--- config.mk ---
export PLATFORM = sky130hd
export DESIGN_NAME = frame_dump_sched
export DESIGN_NICKNAME = d
export VERILOG_FILES = /design/src/rtl/frame_dump_sched.sv
export SDC_FILE = /design/constraint.sdc
export NUM_CORES = 1
export LEC_CHECK = 0
export ABC_AREA = 1
export BUFFER_PORTS_ARGS = -buffer_cell sky130_fd_sc_hd__buf_4
export CAP_MARGIN = 25
export CORE_MARGIN = 2
export CORE_UTILIZATION = 26
export CTS_CLUSTER_DIAMETER = 40
export DETAILED_ROUTE_END_ITERATION = 8
export RECOVER_POWER = 25
export SLEW_MARGIN = 20
export SYNTH_ARGS = -nofsm -noshare
export SYNTH_HDL_FRONTEND = slang
export SYNTH_SLANG_ARGS = --single-unit
--- constraint.sdc ---
create_clock -name clk -period 45.1 [get_ports clk]
set_input_delay 11.275 -clock clk [delete_from_list [all_inputs] [get_ports clk]]
set_output_delay 11.275 -clock clk [all_outputs]
set_load 0.02 [all_outputs]
--- src/rtl/frame_dump_sched.sv ---
// Frame dump scheduler: picks frames by decimation/limit, pulses the BMP writer's
// frame sync, holds the source through header setup, then streams one frame of pixels.
module frame_dump_sched #(
    parameter int unsigned SETUP_CYC = 20,
    parameter int unsigned DW        = 24,
    parameter int unsigned FCNT_W    = 8
) (
    input  logic              clk,
    input  logic              rst_n,
    input  logic              enable,
    input  logic [15:0]       cfg_xres,
    input  logic [15:0]       cfg_yres,
    input  logic [FCNT_W-1:0] cfg_decim,
    input  logic [FCNT_W-1:0] cfg_max_frames,
    input  logic              s_sof,
    input  logic              s_valid,
    input  logic [DW-1:0]     s_dat,
    output logic              s_ready,
    output logic              m_frame_sync_n,
    output logic              m_valid,
    output logic [DW-1:0]     m_dat,
    input  logic              m_ready,
    output logic [15:0]       m_xres,
    output logic [15:0]       m_yres,
    output logic [FCNT_W-1:0] frames_done,
    output logic              busy,
    output logic              done,
    output logic              err_short
);

    localparam int unsigned SC_W  = $clog2(SETUP_CYC + 1);
    localparam int unsigned PH_W  = FCNT_W + 1;
    localparam int unsigned CNT_W = 32;

    typedef enum logic [2:0] {IDLE, HUNT, SKIP, SYNC, SETUP, STREAM, DONE} state_t;

    state_t             state, state_d;
    logic [CNT_W-1:0]   cnt, cnt_d, total, new_total;
    logic [SC_W-1:0]    setup_cnt;
    logic [FCNT_W-1:0]  fidx, max_q;
    logic [PH_W-1:0]    phase;
    logic               sof, res_ok, dump_sel;
    logic               hunt_eval, redo, lat, fin;

    assign sof       = s_valid & s_sof;
    assign res_ok    = (cfg_xres != 16'd0) && (cfg_yres != 16'd0);
    assign new_total = CNT_W'(cfg_xres) * CNT_W'(cfg_yres);
    assign phase     = PH_W'(fidx) % (PH_W'(cfg_decim) + PH_W'(1));
    assign dump_sel  = (phase == '0);

    // Next state, datapath handshake and per-cycle event strobes.
    always_comb begin
        state_d   = state;
        cnt_d     = cnt;
        s_ready   = 1'b0;
        m_valid   = 1'b0;
        m_dat     = '0;
        hunt_eval = 1'b0;
        redo      = 1'b0;
        lat       = 1'b0;
        fin       = 1'b0;
        case (state)
            IDLE: if (enable) state_d = HUNT;
            HUNT: begin
                if (!enable) begin
                    state_d = IDLE;
                end else begin
                    hunt_eval = 1'b1;
                    s_ready   = !(sof && res_ok && dump_sel);
                end
            end
            SKIP: begin
                if (sof && (cnt != '0)) begin
                    redo = 1'b1;
                end else begin
                    s_ready = 1'b1;
                    if (s_valid) begin
                        cnt_d = cnt + CNT_W'(1);
                        if (cnt + CNT_W'(1) == total) state_d = enable ? HUNT : IDLE;
                    end
                end
            end
            SYNC:  state_d = SETUP;
            SETUP: if (setup_cnt == SC_W'(SETUP_CYC - 1)) state_d = STREAM;
            STREAM: begin
                if (sof && (cnt != '0)) begin
                    redo = 1'b1;
                end else begin
                    s_ready = m_ready;
                    m_valid = s_valid;
                    m_dat   = s_dat;
                    if (s_valid && m_ready) begin
                        cnt_d = cnt + CNT_W'(1);
                        if (cnt + CNT_W'(1) == total) begin
                            fin = 1'b1;
                            if ((max_q != '0) && (frames_done + FCNT_W'(1) == max_q))
                                state_d = DONE;
                            else
                                state_d = enable ? HUNT : IDLE;
                        end
                    end
                end
            end
            DONE:    s_ready = 1'b1;
            default: state_d = IDLE;
        endcase

        // A premature SOF aborts the frame and is re-judged as a new frame, left unconsumed.
        if (redo) begin
            hunt_eval = 1'b1;
            state_d   = HUNT;
        end
        if (hunt_eval && sof && res_ok) begin
            lat   = 1'b1;
            cnt_d = (dump_sel || redo) ? '0 : CNT_W'(1);
            if (dump_sel)
                state_d = SYNC;
            else if (!redo && (new_total == CNT_W'(1)))
                state_d = HUNT;
            else
                state_d = SKIP;
        end
    end

    always_ff @(posedge clk or negedge rst_n) begin
        if (!rst_n) begin
            state          <= IDLE;
            cnt            <= '0;
            total          <= '0;
            setup_cnt      <= '0;
            fidx           <= '0;
            max_q          <= '0;
            m_xres         <= '0;
            m_yres         <= '0;
            frames_done    <= '0;
            m_frame_sync_n <= 1'b1;
            busy           <= 1'b0;
            done           <= 1'b0;
            err_short      <= 1'b0;
        end else begin
            state     <= state_d;
            cnt       <= cnt_d;
            setup_cnt <= (state == SETUP) ? setup_cnt + SC_W'(1) : '0;
            if (lat) begin
                fidx   <= fidx + FCNT_W'(1);
                total  <= new_total;
                m_xres <= cfg_xres;
                m_yres <= cfg_yres;
                max_q  <= cfg_max_frames;
            end
            if (fin) frames_done <= frames_done + FCNT_W'(1);
            m_frame_sync_n <= (state_d != SYNC);
            busy           <= (state_d != IDLE) && (state_d != DONE);
            done           <= (state_d == DONE);
            err_short      <= redo;
        end
    end

endmodule
# Word-level counts from Yosys, hierarchy flattened
# Cells that the tools add are included.
totals:
  reg_bits: 132
  inputBits: 78
  word_cells: 103
op_classes:
  n_addsub: 5
  n_mul: 1
  div: 1
  eq_ne: 17
  muxes: 42
  bitwise: 1
  reduce_logical: 23
ops:
  columns: ["op", "n"]
  rows:
  - ["32-bit two-way mux", 5]
  - ["32-bit one-hot mux with 2 select lines", 1]
  - ["24-bit two-way mux", 2]
  - ["3-bit two-way mux", 12]
  - ["32-bit by 1-bit adder with 32-bit output, second input constant", 1]
  - ["32-bit by 1-bit equality test with 1-bit output, second input constant", 1]
  - ["32-bit equality test", 1]
  - ["16-bit by 16-bit multiplier with 32-bit output", 1]
  - ["16-bit nonzero test", 2]
  - ["32-bit nonzero test", 1]
  - ["3-bit one-hot mux with 7 select lines", 1]
  - ["1-bit two-way mux", 17]
  - ["8-bit by 1-bit adder with 8-bit output, second input constant", 2]
  - ["3-bit inequality test, second input constant", 5]
  - ["3-bit equality test, second input constant", 4]
  - ["1-bit logical AND", 10]
  - ["8-bit by 1-bit adder with 9-bit output, second input constant", 1]
  - ["9-bit zero test", 1]
  - ["8-bit by 9-bit modulo with 9-bit output", 1]
  - ["8-bit equality test", 1]
  - ["8-bit nonzero test", 1]
  - ["3-bit by 2-bit equality test with 1-bit output, second input constant", 2]
  - ["3-bit nonzero test", 2]
  - ["5-bit by 1-bit adder with 5-bit output, second input constant", 1]
  - ["other kinds (12)", 14]

# Logic depth before layout (Yosys ltp)
# Gate-level depths: netlist (run 1).
depth:
  word_depth: 12
  depth_mapped: 103

# Least setup slack after synthesis (run 1)
# No wires, ideal clock.
synth_timing:
  path_type: "in2out"
  startpoint: "in cfg_decim[0]"
  endpoint: "out s_ready"
  arrival_ns: 21.777
  t_required_ns: 33.825
  path_slack_ns: 12.048
  path_stages: 95
  path_cell_list: "ha_1 nand3_1 nand2_1 nand2_1 nand3_1 nor4_1 ha_1 inv_1 o21bai_1 nand2_1 nor3_1 nand2_1 nand2_1 nand2_1 ha_1 inv_1 o21bai_1 nand2_1 [59 not listed] nand2_1 o21a_1 inv_1 ha_1 a21oi_1 nand2_1 a21o_1 nand2_1 nand3b_1 a21o_1 nor3_1 nand3_1 nand2_1 nand2_1 nor2_2 nand4_1 nand2_1 o2111ai_1"
synth_between:
  elab_chain_cells: 7
synth_lines:
  columns: ["item", "line", "source"]
  rows:
  - ["start: declaration", "13", "input logic [FCNT_W-1:0] cfg_decim,"]
  - ["8-bit by 1-bit adder with 9-bit output", "48", "assign phase = PH_W'(fidx) % (PH_W'(cfg_decim) + PH_W'(1));"]
  - ["8-bit by 9-bit modulo with 9-bit output", "48", null]
  - ["9-bit zero test", "49", "assign dump_sel = (phase == '0);"]
  - ["1-bit logical AND", "69", "s_ready = !(sof && res_ok && dump_sel);"]
  - ["1-bit zero test", "69", null]
  - ["1-bit two-way mux", "65", "if (!enable) begin"]
  - ["1-bit one-hot mux with 4 select lines", "62", "case (state)"]
  - ["end: declaration", "18", "output logic s_ready,"]
# Every way passes these cells.

# Worst setup path after layout (run 1)
# Same ends and word-level chain as after synthesis.

==> results.json, run 1 <==
{
  "status": "complete, but fails checks",
  "violations": "max-capacitance violations, max-slew violations",
  "place_congestion": 0.9461,
  "hold_ws_ps": 463.6,
  "final-setup-viol-count": 0,
  "via_count": 16590,
  "max_stage_delay_ps": 370,
  "seq_area_frac_synth_pct": 17.42,
  "vias_per_cell": 4.471,
  "number_of_synthesized_register_bits": 132,
  "wire_length_of_the_first_global_routing_pass_um": 87140,
  "min_delay_worst_endpoint": "setup_cnt[0]",
  "p_sw_mw": 0.8459,
  "layout.cell_area.non_filler_um2": 21520,
  "yosys.area.top_type_share_pct": 20.58,
  "setup_slack_of_the_most_critical_reg_to_reg_path_ps": 32210,
  "worst-setup-path-type": "in -> out",
  "synth_fp_nets": 3096,
  "max_cap_violations": 1,
  "worst_path_maximum_fanout": 12,
  "hold_viol": 0,
  "timing.final.max_slew_violations": 80,
  "timing.rr.start": "fidx[0]",
  "number_of_global_route_vias_before_repair": 16550,
  "die-height_um": 274.1,
  "clkLatencyLatePin_ps": 490,
  "worst_hold_path_type": "reg -> reg",
  "p_sw_share_pct": 55.02,
  "setup_slack_ps": 9933,
  "grt_start_max_net_pins": 97,
  "rr_worst_depth": 96,
  "initialDrtViolationCount": 955,
  "htree_levels": 4,
  "whs_path_depth": 1,
  "remaining_overflow_grt": 0,
  "cts.repair_timing.setup_buffer_count": 0,
  "power_per_cell_area_nw_per_um2": 71.44,
  "fp.dieArea_um2": 75140,
  "clk_path_buf_depth": 2,
  "power.share.combinational_pct": 76.9,
  "final_stage_net_count": 3169,
  "synth_enable_flop_cells": 0,
  "clock_power_share_pct": 9.3,
  "horiz_die_dim_um": 274.1,
  "cts.clk_slew.worst_paths_ps": 60,
  "post-synth-top-area-cell": "sky130_fd_sc_hd__fa_1",
  "critPathArrivalTime_ps": 23890,
  "floorplan.rows": 99,
  "placedInstanceArea_um2": 20950,
  "layout-drive-gt1-share_pct": 9.633,
  "worst_clock_skew_ps": 18.74,
  "post-route-drc-count": 0,
  "dp_worst_setup_slack_ps": 9985,
  "cp-start-kind": "input port",
  "synthArstFlopShare_pct": 100.0,
  "grtUsageTotal_pct": 14.54,
  "worst_path_max_delay_cell": "sky130_fd_sc_hd__ha_1",
  "layout_min_cycle_time_ps": 35170,
  "worst_margin_pin_slew_ps": 4487,
  "synthesis.instances": 2665,
  "numCtsBuffers": 17,
  "r2r_path_end": "m_frame_sync_n",
  "ys_dominant_reg_cell": "sky130_fd_sc_hd__dfrtp_1",
  "ctsHoldBuffers": 0,
  "cts_resized": 0,
  "start_util_pct": 26.14,
  "max_slew_margin_pct": -199.1,
  "fmax_ghz": 0.02844,
  "yosys_warnings": 0,
  "yosys-top-cells-area": "sky130_fd_sc_hd__fa_1 (21%), sky130_fd_sc_hd__dfrtp_1 (17%), sky130_fd_sc_hd__nand2_1 (16%)",
  "synthesis.area_per_instance_um2": 7.119,
  "worst_path_most_repeated_cell": "sky130_fd_sc_hd__nand2_1",
  "postRouteWirelength_um": 53220,
  "p_leak_nw": 11.76,
  "remaining_antenna_violation_count": 0,
  "grt_setup_unrepaired": "false",
  "place.detailed.hpwl_um": 41440,
  "areaGrowthSynthToFinish_pct": 13.44,
  "p_int_mw": 0.6916,
  "crit_path_end_kind": "output pin",
  "post_synth_num_cell_types": 52,
  "antenna-diode-count": 0,
  "hold_path_startpoint": "setup_cnt[0]",
  "port_buffers": 147,
  "vdd_drop_max_mv": 0.05634,
  "cp_data_required_time_ps": 33830,
  "total_power_mw": 1.537,
  "cts_root_buffer": "sky130_fd_sc_hd__clkbuf_16",
  "setup_tns_ps": 0,
  "firstDrtPassIters": 5,
  "tritoncts_num_sinks": 132,
  "post-route-period-util_pct": 77.97,
  "antenna_found_initial": 0,
  "routedWlPerCell_um": 14.35,
  "i_o_pins": 148,
  "floorplan.core_area_um2": 72590,
  "syn_area_um2": 18970,
  "power.sequential.fraction_pct": 13.9,
  "clock_tree_from_tritoncts": "built"
}
-- layout by cell type (no fill, tap or decap), types with 22 or more instances in the layout --
master	Yosys	routed
sky130_fd_sc_hd__a21oi_1	63	63
sky130_fd_sc_hd__buf_4	1	150
sky130_fd_sc_hd__dfrtp_1	131	131
sky130_fd_sc_hd__fa_1	195	195
sky130_fd_sc_hd__ha_1	158	158
sky130_fd_sc_hd__inv_1	494	494
sky130_fd_sc_hd__nand2_1	814	813
sky130_fd_sc_hd__nand3_1	125	125
sky130_fd_sc_hd__nand4_1	41	41
sky130_fd_sc_hd__nor2_1	166	165
sky130_fd_sc_hd__nor3_1	22	22
sky130_fd_sc_hd__o21ai_0	91	91
sky130_fd_sc_hd__o22ai_1	26	26
sky130_fd_sc_hd__xnor2_1	23	23
sky130_fd_sc_hd__xor2_1	55	55
-- registers in the layout (all words and copies together), names as in the netlist --
register and count:
cnt 32, total 32, m_xres 16, m_yres 16
fidx 8, frames_done 8, max_q 8, setup_cnt 5
state 3, busy 1, done 1, err_short 1
m_frame_sync_n 1
-- cell type report --
type                    count  area (um^2)
well taps                 959         1200
repair buffers            153         1156
multi-input cells        1931        13410
clock buffers              19        442.9
flip-flops and latches    132         3304
fillers                  8057        51070
clock inverters            13        122.6
inverters                 503         1888
-- worst max-delay path by stage --
stage                     depth (start not counted)    startpoint       to  slack [ps]
final                                            96  cfg_decim[0]  s_ready        9930
after global routing                             94  cfg_decim[0]  s_ready        8200
after CTS                                        94  cfg_decim[0]  s_ready        9960
after detailed placement                         94  cfg_decim[0]  s_ready        9990
after global placement                           94  cfg_decim[0]  s_ready       10280
after floorplan                                  95  cfg_decim[0]  s_ready       12050
-- cell families after synthesis --
| family | after synthesis | share of synthesized area, % |
|---|---|---|
| AO/OA/AOI/OAI | 225 | 6.727 |
| adder cells (fa/ha/maj) | 353 | 31.00 |
| buffers and inverters | 602 | 12.00 |
| flip-flops | 132 | 17.42 |
| AND/OR/NAND/NOR | 1272 | 28.90 |
| XOR/XNOR | 81 | 3.957 |
-- per-stage QoR --
step | cells | utilization [%]
2_1_floorplan | 2665 | -
3_3_place_gp | 3676 | 28.84
3_5_place_dp | 3677 | 28.86
4_1_cts | 3709 | 29.64
5_1_grt | 3710 | 29.65
6_report | 3710 | 29.65
-- per-layer routing --
metal / share of wire, % / global-route usage (%)
met5: 0 / 0
met4: 2.8 / 4.991
met3: 4.4 / 2.356
met2: 48 / 24.73
met1: 44 / 18.63
-- power by group through the flow --
stage / registers, mW / clock network [mW] / logic (mW)
3_5_place_dp: 0.214 / 0 / 1.18
3_3_place_gp: 0.214 / 0 / 1.17
4_1_cts: 0.213 / 0.146 / 1.18
6_report: 0.213 / 0.142 / 1.18
5_1_grt: 0.221 / 0.152 / 1.35
2_1_floorplan: 0.220 / 0 / 0.876
-- worst max-delay path, delay by kind of cell --
family / cells / cell delay, ps
buffers and inverters: 12 / 1380
AO/OA/AOI/OAI: 11 / 1780
AND/OR/NAND/NOR: 64 / 6740
adder cells (fa/ha/maj): 9 / 2730
-- synthesized netlist by cell type (4+ instances only) --
cell type	number
sky130_fd_sc_hd__o21ai_2	11
sky130_fd_sc_hd__or2_1	4
sky130_fd_sc_hd__inv_1	494
sky130_fd_sc_hd__nand2_2	8
sky130_fd_sc_hd__nand4_1	41
sky130_fd_sc_hd__clkbuf_1	75
sky130_fd_sc_hd__a21o_1	7
sky130_fd_sc_hd__buf_1	12
sky130_fd_sc_hd__o21ai_0	91
sky130_fd_sc_hd__nand3b_1	17
sky130_fd_sc_hd__xor2_1	55
sky130_fd_sc_hd__nand3_2	12
sky130_fd_sc_hd__o21ai_1	5
sky130_fd_sc_hd__nor4_1	14
sky130_fd_sc_hd__a31oi_1	4
sky130_fd_sc_hd__nor2_2	10
sky130_fd_sc_hd__and2_1	6
sky130_fd_sc_hd__o22ai_1	26
sky130_fd_sc_hd__nor2_1	166
sky130_fd_sc_hd__nor3_1	22
sky130_fd_sc_hd__a21oi_1	63
sky130_fd_sc_hd__nand3_1	125
sky130_fd_sc_hd__buf_2	11
sky130_fd_sc_hd__nand2_1	814
sky130_fd_sc_hd__dfrtp_1	131
sky130_fd_sc_hd__inv_2	7
sky130_fd_sc_hd__or2_2	16
sky130_fd_sc_hd__xnor2_1	23
sky130_fd_sc_hd__fa_1	195
sky130_fd_sc_hd__o21bai_1	6
sky130_fd_sc_hd__ha_1	158
Note: power is estimated with default switching activity, not from simulation.
==> inputs of run 2 (changes only) <==
- clock period: 45.1 -> 31.5 ns (I/O delays scaled with it)
==> run 2 against run 1 <==
Against the previous run:
- the flow still finishes with violations (max-capacitance violations, max-slew violations)
- critical path depth did not move
- via count rose by 0.25%
- sequential cell count unchanged
- routed wire length is 0.27% lower
- setup slack worse by 6800 ps
- cell count unchanged
- highest routed layer unchanged
==> results.json, run 2 (synthesis results as in run 1) <==
{
  "cts_resized": 0,
  "vdd_drop_max_mv": 0.08680,
  "cts.clk_slew.worst_paths_ps": 60,
  "regArea_um2": 3304,
  "routedWlPerCell_um": 14.31,
  "antenna_found_initial": 0,
  "post-route-drc-count": 0,
  "critPathArrivalTime_ps": 20480,
  "worst_clock_skew_ps": 10.59,
  "rr_worst_depth": 96,
  "clock_tree_from_tritoncts": "built",
  "areaGrowthSynthToFinish_pct": 13.59,
  "floorplan.rows": 99,
  "worst_hold_path_type": "reg -> reg",
  "biggestRegsByFlops": "cnt (32), total (32)",
  "numCtsBuffers": 17,
  "violations": "max-capacitance violations, max-slew violations",
  "layout.cells.non_filler": 3710,
  "floorplan.core_area_um2": 72590,
  "timing.final.max_slew_violations": 80,
  "port_buffers": 147,
  "horiz_die_dim_um": 274.1,
  "worst_margin_pin_slew_ps": 4342,
  "postRouteWirelength_um": 53080,
  "timing.rr.start": "fidx[0]",
  "final_stage_net_count": 3169,
  "place.detailed.hpwl_um": 41490,
  "worst-setup-path-type": "in -> out",
  "final_cell_mix": "sky130_fd_sc_hd__nand2_1 (813), sky130_fd_sc_hd__inv_1 (494), sky130_fd_sc_hd__fa_1 (195)",
  "layout_min_cycle_time_ps": 28360,
  "post-route-period-util_pct": 90.03,
  "max_slew_margin_pct": -189.5,
  "grt_start_max_net_pins": 97,
  "tritoncts_num_sinks": 132,
  "vias_per_cell": 4.482,
  "power_per_cell_area_nw_per_um2": 102.8,
  "status": "complete, but fails checks",
  "dp_worst_setup_slack_ps": 3175,
  "grtUsageTotal_pct": 14.55,
  "firstDrtPassIters": 5,
  "setup_tns_ps": 0,
  "most_common_cell_after_layout_fill_and_taps_aside": "sky130_fd_sc_hd__nand2_1",
  "grt_setup_unrepaired": "false",
  "setup_slack_ps": 3141,
  "p_leak_nw": 11.77,
  "worst_setup_path_startpoint": "cfg_decim[0]",
  "hold_viol": 0,
  "p_int_mw": 1.002,
  "setup_slack_of_the_most_critical_reg_to_reg_path_ps": 18720,
  "via_count": 16630,
  "start_util_pct": 26.14,
  "remaining_overflow_grt": 0,
  "power.sequential.fraction_pct": 13.8,
  "ctsHoldBuffers": 0,
  "worst_path_maximum_fanout": 12,
  "worst_setup_endpoint": "s_ready",
  "n_fill_cell": 7990,
  "final-setup-viol-count": 0,
  "cp-start-kind": "input port",
  "placed_cells_incl_taps": 3677,
  "i_o_pins": 148,
  "area_used_by_multi_input_combinational_logic_um2": 13410,
  "wire_length_of_the_first_global_routing_pass_um": 87680,
  "number_of_global_route_vias_before_repair": 16690,
  "antenna-diode-count": 0,
  "fp.dieArea_um2": 75140,
  "power.share.combinational_pct": 76.7,
  "worst_path_max_delay_cell": "sky130_fd_sc_hd__ha_1",
  "r2r_path_end": "m_frame_sync_n",
  "clock_power_share_pct": 9.5,
  "p_sw_mw": 1.215,
  "htree_levels": 4,
  "layout-drive-gt1-share_pct": 9.633,
  "max_stage_delay_ps": 350,
  "crit_path_end_kind": "output pin",
  "initialDrtViolationCount": 852,
  "fmax_ghz": 0.03526,
  "cts.repair_timing.setup_buffer_count": 0,
  "die-height_um": 274.1,
  "clk_path_buf_depth": 2,
  "cts_root_buffer": "sky130_fd_sc_hd__clkbuf_16",
  "cp_data_required_time_ps": 23630,
  "max_cap_violations": 1,
  "remaining_antenna_violation_count": 0,
  "clkLatencyLatePin_ps": 470,
  "worst_path_most_repeated_cell": "sky130_fd_sc_hd__nand2_1",
  "place_congestion": 0.9468,
  "p_sw_share_pct": 54.81
}
run 2: cell types whose count changed in the layout (fill, tap and decap cells not counted):
| cell | before | now |
|---|---|---|
| sky130_fd_sc_hd__clkinvlp_4 | 3 | 1 |
| sky130_fd_sc_hd__buf_6 | 1 | 2 |
| sky130_fd_sc_hd__buf_8 | 1 | 0 |
| sky130_fd_sc_hd__bufinv_16 | 1 | 2 |
| sky130_fd_sc_hd__clkbuf_8 | 1 | 2 |
| sky130_fd_sc_hd__clkinv_2 | 3 | 2 |
| sky130_fd_sc_hd__clkinv_4 | 1 | 2 |
run 2: per-layer routing:
metal / routed length (um) / track usage, %
met1: 24000 / 19.01
met2: 26080 / 25.32
met3: 2127 / 1.865
met4: 870 / 3.647
met5: 0 / 0
run 2: how the worst min path moves through the flow:
stage	slack [ps]	to	cells after the start	startpoint
6_report	460	setup_cnt[0]	1	setup_cnt[0]
4_1_cts	470	setup_cnt[0]	1	setup_cnt[0]
5_1_grt	480	setup_cnt[0]	1	setup_cnt[0]
2_1_floorplan	430	setup_cnt[0]	1	setup_cnt[0]
3_3_place_gp	450	setup_cnt[0]	1	setup_cnt[0]
3_5_place_dp	460	setup_cnt[0]	1	setup_cnt[0]
run 2: layout make-up:
| class | instances | area share [%] |
|---|---|---|
| Tap cell | 959 | 5.568 |
| Clock inverter | 12 | 0.6561 |
| Timing Repair Buffer | 153 | 5.347 |
| Inverter | 503 | 8.761 |
| Clock buffer | 20 | 2.119 |
| Sequential cell | 132 | 15.33 |
| Multi-Input combinational cell | 1931 | 62.22 |
run 2: per-stage QoR:
| step | power (mW) | utilization (%) | hold slack [ps] | area [um^2] |
|---|---|---|---|---|
| finish | 2.216 | 29.69 | 463.9 | 21550 |
| global route | 2.494 | 29.69 | 484.3 | 21550 |
| CTS | 2.226 | 29.68 | 470.2 | 21550 |
| detailed placement | 1.994 | 28.86 | 461.5 | 20950 |
| global placement | 1.985 | 28.84 | 453.3 | 20940 |
| floorplan | 1.568 | - | 430.5 | 18970 |
run 2: power by group through the flow:
stage          sequential, mW  clock (mW)  combinational (mW)
2_1_floorplan           0.314           0                1.25
3_3_place_gp            0.306           0                1.68
3_5_place_dp            0.306           0                1.69
4_1_cts                 0.305       0.217                1.70
5_1_grt                 0.316       0.224                1.95
6_report                0.305       0.210                1.70
run 2: critical path: cells and delay by family:
| family | cells | cell delay [ps] |
|---|---|---|
| fa+ha+maj | 9 | 2680 |
| buf+inv | 13 | 1440 |
| simple gates | 62 | 6540 |
| compound gates | 12 | 1900 |
